[src/rtl/iob_merge_arb.sv]
// iob_merge_arb: merges N IOb masters onto one follower port.
// A built-in arbiter (round-robin or fixed priority) picks the master, the
// grant is held while a request stalls, and an ID FIFO remembers the issuer
// of every outstanding read so responses are steered back to their owner.
module iob_merge_arb #(
    parameter int ADDR_W  = 32,
    parameter int DATA_W  = 32,
    parameter int N       = 2,
    parameter int NB      = $clog2(N),
    parameter int PRIO    = 0,
    parameter int MAX_OUT = 4
) (
    input  logic                       clk_i,
    input  logic                       cke_i,
    input  logic                       arst_n_i,
    input  logic [N-1:0]               m_avalid_i,
    input  logic [N*ADDR_W-1:0]        m_addr_i,
    input  logic [N*DATA_W-1:0]        m_wdata_i,
    input  logic [N*(DATA_W/8)-1:0]    m_wstrb_i,
    output logic [N*DATA_W-1:0]        m_rdata_o,
    output logic [N-1:0]               m_rvalid_o,
    output logic [N-1:0]               m_ready_o,
    output logic                       f_avalid_o,
    output logic [ADDR_W-1:0]          f_addr_o,
    output logic [DATA_W-1:0]          f_wdata_o,
    output logic [DATA_W/8-1:0]        f_wstrb_o,
    input  logic [DATA_W-1:0]          f_rdata_i,
    input  logic                       f_rvalid_i,
    input  logic                       f_ready_i,
    output logic                       err_o
);

    localparam int  SW    = DATA_W / 8;
    localparam int  FW    = $clog2(MAX_OUT);
    localparam bit  FIXED = (PRIO != 0);
    localparam logic [FW:0] FULL_LVL = (FW+1)'(MAX_OUT);

    // Arbitration and hold state
    logic          lock;
    logic [NB-1:0] gnt_q;
    logic [NB-1:0] rr_ptr;

    // Outstanding-read ID FIFO
    logic [NB-1:0] id_mem [MAX_OUT];
    logic [FW-1:0] wr_ptr;
    logic [FW-1:0] rd_ptr;
    logic [FW:0]   count;
    logic          err;

    // Combinational routing signals
    logic [NB-1:0] arb_gnt;
    logic [NB-1:0] gnt;
    logic          g_valid;
    logic [ADDR_W-1:0] g_addr;
    logic [DATA_W-1:0] g_wdata;
    logic [SW-1:0]     g_wstrb;
    logic          g_read;
    logic          fifo_full;
    logic          fifo_empty;
    logic          stall;
    logic          accept;
    logic          push;
    logic          pop;
    logic [NB-1:0] head;

    // Picks the winning requester. Round-robin rotates the request vector so
    // the search starts at rr_ptr; fixed priority searches from index 0.
    // With nobody requesting the search start is returned, so the idle grant
    // is rr_ptr (round-robin) or 0 (fixed priority).
    function automatic logic [NB-1:0] pick(input logic [N-1:0]  req,
                                           input logic [NB-1:0] start);
        logic [2*N-1:0] dbl;
        logic [N-1:0]   rot;
        logic [NB:0]    idx;
        logic [NB-1:0]  sel;
        logic           found;
        dbl   = {req, req};
        rot   = FIXED ? req : dbl[start +: N];
        sel   = FIXED ? '0 : start;
        idx   = '0;
        found = 1'b0;
        for (int j = 0; j < N; j++) begin
            if (!found && rot[j]) begin
                found = 1'b1;
                idx   = FIXED ? (NB+1)'(j) : {1'b0, start} + (NB+1)'(j);
                if (idx >= (NB+1)'(N)) idx = idx - (NB+1)'(N);
                sel = idx[NB-1:0];
            end
        end
        return sel;
    endfunction

    // Grant selection, request mux, stall and handshake generation
    always_comb begin
        arb_gnt = pick(m_avalid_i, rr_ptr);
        gnt     = lock ? gnt_q : arb_gnt;

        g_valid = 1'b0;
        g_addr  = '0;
        g_wdata = '0;
        g_wstrb = '0;
        for (int i = 0; i < N; i++) begin
            if (gnt == NB'(i)) begin
                g_valid = m_avalid_i[i];
                g_addr  = m_addr_i[i*ADDR_W +: ADDR_W];
                g_wdata = m_wdata_i[i*DATA_W +: DATA_W];
                g_wstrb = m_wstrb_i[i*SW +: SW];
            end
        end

        g_read     = (g_wstrb == '0);
        fifo_full  = (count == FULL_LVL);
        fifo_empty = (count == '0);
        // A pop in this cycle does not free a slot for a read in the same cycle
        stall      = g_read & fifo_full;

        // Handshake outputs are held quiet while reset is asserted
        f_avalid_o = arst_n_i & g_valid & ~stall;
        f_addr_o   = stall ? '0 : g_addr;
        f_wdata_o  = stall ? '0 : g_wdata;
        f_wstrb_o  = stall ? '0 : g_wstrb;

        accept = f_avalid_o & f_ready_i;
        push   = accept & g_read;
        pop    = f_rvalid_i & ~fifo_empty;
        head   = id_mem[rd_ptr];

        for (int i = 0; i < N; i++) begin
            m_ready_o[i]  = arst_n_i & (gnt == NB'(i)) & f_ready_i & ~stall;
            m_rvalid_o[i] = arst_n_i & pop & (head == NB'(i));
        end

        m_rdata_o = {N{f_rdata_i}};
        err_o     = err;
    end

    // Lock, round-robin pointer, FIFO pointers/level and sticky error
    always_ff @(posedge clk_i or negedge arst_n_i) begin
        if (!arst_n_i) begin
            lock   <= 1'b0;
            gnt_q  <= '0;
            rr_ptr <= '0;
            wr_ptr <= '0;
            rd_ptr <= '0;
            count  <= '0;
            err    <= 1'b0;
        end else if (cke_i) begin
            if (accept) begin
                lock   <= 1'b0;
                rr_ptr <= (gnt == NB'(N-1)) ? '0 : gnt + NB'(1);
            end else if (g_valid) begin
                lock  <= 1'b1;
                gnt_q <= gnt;
            end else begin
                lock <= 1'b0;
            end

            if (push) wr_ptr <= wr_ptr + FW'(1);
            if (pop)  rd_ptr <= rd_ptr + FW'(1);

            if (push && !pop)      count <= count + (FW+1)'(1);
            else if (pop && !push) count <= count - (FW+1)'(1);

            if (f_rvalid_i && fifo_empty) err <= 1'b1;
        end
    end

    // ID storage: records the issuing master of each accepted read
    always_ff @(posedge clk_i) begin
        if (cke_i && push) id_mem[wr_ptr] <= gnt;
    end

endmodule
[config.mk]
export PLATFORM = sky130hd
export DESIGN_NAME = iob_merge_arb
export DESIGN_NICKNAME = d
export VERILOG_FILES = /design/src/rtl/iob_merge_arb.sv
export SDC_FILE = /design/constraint.sdc
export NUM_CORES = 1
export LEC_CHECK = 0
export ABC_AREA = 1
export BUFFER_PORTS_ARGS = -buffer_cell sky130_fd_sc_hd__buf_2
export CORE_AREA = 2 2 122 124
export DETAILED_ROUTE_END_ITERATION = 12
export DIE_AREA = 0 0 124 126
export SLEW_MARGIN = 15
export SYNTH_ARGS = -nofsm -noshare
export SYNTH_HDL_FRONTEND = slang
export SYNTH_SLANG_ARGS = --single-unit
export TNS_END_PERCENT = 10
[constraint.sdc]
create_clock -name clk_i -period 4.15 [get_ports clk_i]
set_input_delay 0.415 -clock clk_i [delete_from_list [all_inputs] [get_ports clk_i]]
set_output_delay 0.415 -clock clk_i [all_outputs]
set_load 0.02 [all_outputs]
Word level (Yosys, flattened, before mapping):

Memory sizes are Yosys's and may differ from the RTL's.
Index checks and enable logic that the tools add are counted.

* $add $sub $neg: 8
* order comparisons: 2
* equal/unequal tests: 1
* shift-type cells: 1
* muxes and demuxes: 20
* bitwise gates (word level): 20
* reduce and logical (&&, ||, !) cells: 17

Operators by type and width (count)
* 32-bit two-way mux: 4
* 1-bit bitwise AND: 15
* 1-bit two-way mux: 12
* 2-bit AND reduction: 5
* 4-bit two-way mux: 2
* 3-bit two-way mux: 2
* 1-bit logical AND: 5
* 1-bit NOT: 5
* 2-bit by 1-bit adder with 2-bit output, second input constant: 2
* 4-bit logical NOT: 1
* 4-bit by 2-bit variable part select with 2-bit output: 1
* 3-bit by 1-bit adder with 3-bit output, second input constant: 1
* 3-bit equality test, second input constant: 1
* 1-bit logical NOT: 3
* 3-bit logical NOT: 1
* 3-bit AND reduction: 1
* 3-bit by 1-bit subtractor with 3-bit output, second input constant: 1
* 1-bit by 1-bit adder with 2-bit output, second input constant: 1
* 1-bit by 2-bit >= comparator with 1-bit output, second input constant: 1
* 2-bit >= comparator, second input constant: 1
* 2-bit nonzero test: 1
* 1-bit subtractor, second input constant: 2
* 1-bit adder, second input constant: 1

* flip-flop bits (word level): 11
* memory bits (writable): 4
* bits of input ports: 175
* memories kept: 1

Memories
* id_mem: words 4, width 1, rd ports 1, clocked after Yosys merged registers in 0, write ports 1, line 44 `logic [NB-1:0] id_mem [MAX_OUT];`

Depth between registers and ports, before layout:

* depth in word-level cells: 17
* gate-level depth with buffers: 18

Least setup slack after synthesis:

Ideal clock, no wire load.

* kind: input-to-reg
* start point: input m_avalid_i[1]
* end point: register count[2]
* setup time: 0.131 ns
* data arrival time: 2.286 ns
* data required time: 4.019 ns
* setup slack: 1.733 ns
* stages on the path: 17
* path buffers: 1
* path through: inv_1 -> a21oi_2 -> nand2_4 -> nand2_4 -> buf_8 -> nand2_1 -> nand2_1 -> nand2_1 -> nor2_2 -> nand4_2 -> inv_1 -> ha_1 -> inv_1 -> fa_1 -> a21oi_1 -> o21ai_0 -> xor2_1

* longest elaborated chain between the ends: 17
* elaborated cells between the ends (all ways): 22
* those cells by class: shift: 1; mux: 7; bitwise: 6; reduce/logical: 8

RTL lines
* start: declaration: line 16 `input logic [N-1:0] m_avalid_i,`
* 4-bit by 2-bit variable part select with 2-bit output: line 78 `rot = FIXED ? req : dbl[start +: N];`
* 1-bit two-way mux: line 83 `if (!found && rot[j]) begin`
* 1-bit logical NOT: line 83
* 1-bit logical AND: line 83
* 1-bit two-way mux: line 83
* 1-bit two-way mux: line 96 `gnt = lock ? gnt_q : arb_gnt;`
* 4-bit two-way mux: line 103 `if (gnt == NB'(i)) begin`
* 4-bit logical NOT: line 111 `g_read = (g_wstrb == '0);`
* 1-bit bitwise AND: line 115 `stall = g_read & fifo_full;`
* 1-bit NOT: line 118 `f_avalid_o = arst_n_i & g_valid & ~stall;`
* 1-bit bitwise AND: line 118
* 1-bit bitwise AND: line 123 `accept = f_avalid_o & f_ready_i;`
* 1-bit bitwise AND *: line 124 `push = accept & g_read;`
* 1-bit logical NOT: line 162 `else if (pop && !push) count <= count - (FW+1)'(1);`
* 1-bit logical AND: line 162
* 2-bit nonzero test (no source line)
* 2-bit AND reduction (no source line)
* end signal: assignment: line 161 `if (push && !pop) count <= count + (FW+1)'(1);`
* end signal: assignment: line 162
* end: declaration: line 47 `logic [FW:0] count;`

Every way passes the cells marked *; elsewhere a longest branch is shown, timed or not.
A chain may end at the register's enable or synchronous reset.

Final worst setup path:

* start point: register lock
* end point: output f_wdata_o[3]

* longest elaborated chain between the ends: 5
* elaborated cells between the ends (all ways): 6
* those cells by class: mux: 4; bitwise: 1; reduce/logical: 1

RTL lines
* start: declaration: line 39 `logic lock;`
* start signal: assignment: line 140 `lock <= 1'b0;`
* start signal: assignment: line 149 `lock <= 1'b0;`
* start signal: assignment: line 152 `lock <= 1'b1;`
* 1-bit two-way mux *: line 96
* 4-bit two-way mux: line 103
* 4-bit logical NOT: line 111
* 1-bit bitwise AND: line 115
* 32-bit two-way mux *: line 120 `f_wdata_o = stall ? '0 : g_wdata;`
* end: declaration: line 25 `output logic [DATA_W-1:0] f_wdata_o,`

Marks and branches as above.

==> impl_summary.md <==
STA
The worst path in the final design needs a cycle of between 3 and 4 ns, including I/O delays and setup. The summed negative setup slack over all endpoints is 0 ns. Setup repair after global routing left no endpoint under its margin. The max-slew violation count is 0.

At the pin with the least slew margin, the transition time is roughly 0.53 ns. The total count of hold-check failures in the final report is 0. The worst slew slack as a fraction of its limit is between 60 and 70%. The final count of negative-setup-slack endpoints is 0. The worst path uses between 70% and 80% of the clock period.

The worst clock skew on the final layout is 0.00301 ns. Derived from the worst setup path, the maximum achievable clock frequency is around 330 MHz.

Placed design
The quantity of I/O buffers inserted on ports is 216. In this run the cell area measured after placement is 3620 µm². The half-perimeter wire length after detailed placement is approximately 7.4 mm. The last weighted congestion value of the routability-driven placer is 0.841.

Synthesis
The portion of synthesized area spent on multiplexers is 0%. The synthesized area is just under 3000 µm². The count of synthesis-stage warnings from yosys is 0.

After Yosys synthesis, and, or, nand and nor cells account for approximately 46% of the synthesized area. The post-synthesis average cell area is 5.26 µm². The number of library cell types mapped by synthesis is 29. Synthesis produced a netlist with a net count of between 700 and 800.

Summing the areas of all fa, ha and maj instances in the mapped netlist gives 2.85% of the synthesized area. The count of mapped cells out of synthesis is 551. After synthesis, flip-flops and latches occupy 13.6% of the total area.

The synthesized netlist devotes approximately 1.2% of its cell area to XOR and XNOR gates. The synthesized design contains 15 register bits. By area, the combinational part of the netlist is dominated by simple AND/OR/NAND/NOR gates. The complex-gate fraction of the synthesized area is ~2.2%.

Detailed routing
In the final routed layout, each cell accounts on average for roughly 11 µm. The number of DRC markers in iteration 0 is 96. Wires add up to 9.22 mm. For this run, design rule violations remaining after detail routing come to 0.

The number of antenna-violating nets in the routed design is 0. The first detailed-routing pass ran for 4 iterations. The per-cell via count in the routed design is 3.86. For this block, the via count after detailed routing is roughly 3400.

Floorplan
After floorplanning, the core was divided into 44 placement rows. The die is roughly 120 µm wide. The starting utilization of the core area is 20.3%. The core region is roughly 14000 µm². The count of pins on the block boundary is 313. In this run the vertical extent of the chip is about 130 µm.

The area enclosed by the die boundary is 15600 µm².

Hold path
The type of the worst min-delay path is in -> async.

Critical path
The worst setup path is of the reg -> out kind. The worst stage delay on the critical path is slightly above 0.4 ns. The cell that appears most often on the critical path is sky130_fd_sc_hd__nand2_1.

The maximum fanout encountered on the critical timing path is 50. The cell class contributing the biggest share of worst-path delay is simple AND/OR/NAND/NOR gates. Traced cell by cell, the critical path runs through nand2_1 -> nand2_4 -> nand2_1 -> nand2_1 -> nor2_1 -> nand3_2 -> buf_12 -> nand2_1 -> inv_1 -> buf_2. At the worst endpoint, the required time is approximately 3.7 ns.

Counting both buffers and inverters, the worst setup path holds a total of 3. STA classifies the critical path startpoint as a flop. At the worst endpoint, the arrival time is 2.65 ns.

The sort of element at the end of the critical path is an output port. On the critical path, the stage with the largest delay is an instance of sky130_fd_sc_hd__nand3_2.

Clock tree
The number of clock buffers added by TritonCTS is 3. The number of clock sinks is 15. After clock tree synthesis, the repair step resized 0 gates. Buffers inserted to repair hold after CTS numbered 0. The insertion delay of the later-clocked pin in the worst-skew pair is roughly 0.25 ns.

TritonCTS built the clock tree. The deepest level of the CTS H-tree is 1. Clock-pin slew was measured on the worst setup and hold paths at around 0.050 ns. The longest clock path from root to sink contains 2 buffers. Post-CTS timing repair inserted 0 buffers for setup.

CTS placed an instance of sky130_fd_sc_hd__clkbuf_16 at the clock tree root.

Final layout
For this run, the post-layout net count is 871. 0 antenna diodes ended up in the layout. After routing the design area is 3700 µm². Cells with a size suffix above 1 make up approximately 34% of the layout. The area growth from synthesis to layout is 27.6%.

Pwr
The power per cell area is ~580 nW/µm². The total power consumption of the routed design is around 2200 µW. The worst IR drop on VDD is approximately 0.21 mV. In this run the static leakage power is 0.00269 µW.

Global route
Entering global routing, the biggest net connects between 50 and 60 pins. After global routing the overflow that remains totals 0. The first global-routing pass estimated between 10 and 15 mm of wire. The number of global-route vias before repair was about 3000.

Global routing used roughly 11% of the available tracks. The number of antenna violations at the first check in global routing was 0.

Run
Across the run, the number of max-cap violations was 0.

Outcome
The flow ran to the end, and the final reports show no timing, DRC or antenna violations.
[state kept, by name, summed over array words and instances (netlist names)]
name,flops
err_o,1
gnt_q,1
wr_ptr,2
count,3
lock,1
rd_ptr,2
rr_ptr,1
id_mem,4
[cells in the final DEF (no fill, tap or decap), drive strengths merged, types with 4 or more instances in the layout]
master  Yosys  routed
buf        82     220
edfxtp      4       4
xor2        4       4
nand3      11      11
dfrtp      11      11
nor3        4       4
ha          5       5
inv        96      96
nand2     302     302
nor2       12      12
[final cells by class]
| class | instances | area, µm² |
|---|---|---|
| tap | 184 | 230 |
| fill | 1671 | 10600 |
| sequential | 15 | 395 |
| multi-input combinational | 354 | 1510 |
| clock inverter | 1 | 5.00 |
| clock buffer | 3 | 75.1 |
| inverter | 96 | 360 |
| timing repair buffer | 220 | 1120 |
[worst paths after layout]
check                                      start                     to  slack [ns]  cells after the start
setup / recovery                lock$_DFFE_PN0P_           f_wdata_o[3]        1.08                     10
hold / removal                          arst_n_i  rd_ptr[1]$_DFFE_PN0P_        0.05                      1
setup reg to reg                lock$_DFFE_PN0P_   count[2]$_DFFE_PN0P_        1.43                     11
hold reg to reg            rd_ptr[1]$_DFFE_PN0P_  rd_ptr[1]$_DFFE_PN0P_        0.47                      1
max in group asynchronous               arst_n_i   count[2]$_DFFE_PN0P_        3.86                      1
min in group clk_i                    f_rvalid_i      err_o$_DFFE_PN0P_        0.47                      2
[synth_stat cells]
| cell | count | share of area, % |
|---|---|---|
| sky130_fd_sc_hd__nand3b_1 | 3 | 0.78 |
| sky130_fd_sc_hd__dfrtp_1 | 11 | 9.5 |
| sky130_fd_sc_hd__nor2_1 | 10 | 1.3 |
| sky130_fd_sc_hd__nand3_2 | 1 | 0.35 |
| sky130_fd_sc_hd__nand3_1 | 10 | 1.7 |
| sky130_fd_sc_hd__a21oi_2 | 1 | 0.30 |
| sky130_fd_sc_hd__ha_1 | 5 | 2.2 |
| sky130_fd_sc_hd__o21bai_1 | 2 | 0.52 |
| sky130_fd_sc_hd__fa_1 | 1 | 0.69 |
| sky130_fd_sc_hd__nor2_2 | 2 | 0.43 |
| sky130_fd_sc_hd__nand4_1 | 2 | 0.43 |
| sky130_fd_sc_hd__o21ai_0 | 1 | 0.17 |
| sky130_fd_sc_hd__xor2_1 | 4 | 1.2 |
| sky130_fd_sc_hd__buf_4 | 67 | 17 |
| sky130_fd_sc_hd__a21oi_1 | 2 | 0.35 |
| sky130_fd_sc_hd__inv_2 | 1 | 0.13 |
| sky130_fd_sc_hd__edfxtp_1 | 4 | 4.1 |
| sky130_fd_sc_hd__o21ai_2 | 1 | 0.30 |
| sky130_fd_sc_hd__nor3_1 | 4 | 0.69 |
| sky130_fd_sc_hd__nand4_2 | 1 | 0.43 |
| sky130_fd_sc_hd__buf_6 | 5 | 1.9 |
| sky130_fd_sc_hd__buf_8 | 1 | 0.52 |
| sky130_fd_sc_hd__nand2_4 | 2 | 0.78 |
| sky130_fd_sc_hd__nand2_1 | 300 | 39 |
| sky130_fd_sc_hd__a32oi_1 | 1 | 0.30 |
| sky130_fd_sc_hd__inv_1 | 95 | 12 |
| sky130_fd_sc_hd__buf_2 | 9 | 1.6 |
| sky130_fd_sc_hd__a31o_2 | 1 | 0.30 |
| sky130_fd_sc_hd__clkbuf_1 | 4 | 0.52 |
[layer usage]
| metal | part of all wire [%] | track usage, % | vias up |
|---|---|---|---|
| li1 | - | - | 1795 |
| met1 | 41 | 13.4 | 1386 |
| met2 | 46 | 18.9 | 175 |
| met3 | 12 | 2.94 | 13 |
| met4 | 1.0 | 2.25 | 0 |
| met5 | 0 | 0 | - |
[logic make-up (layout without fill, tap and decap cells)]
logic type	Yosys count	after routing
simple gates	335	335
buf+inv	182	320
flops	15	15
compound gates	9	9
fa+ha+maj	6	6
xor+xnor	4	4
[stage by stage]
stage / std cells / setup slack, ns / hold slack (ns) / util [%]
6_report: 873 / 1.08 / 0.0468 / 25.8
5_1_grt: 873 / 0.810 / 0.0751 / 25.8
4_1_cts: 873 / 1.04 / 0.0575 / 25.8
3_5_place_dp: 869 / 1.20 / 0.326 / 25.3
3_3_place_gp: 869 / 1.23 / 0.331 / 25.3
2_1_floorplan: 551 / 1.73 / 0.119 / -
[report_power, final]
| group | switching (µW) | internal [µW] | leakage (µW) | total (µW) |
|---|---|---|---|---|
| clock network | 65.1 | 129 | 0.0000409 | 194 |
| logic | 1160 | 559 | 0.00249 | 1720 |
| registers | 37.8 | 207 | 0.000161 | 245 |
| total | 1260 | 895 | 0.00269 | 2160 |
Note: power is estimated with default switching activity, not from simulation.
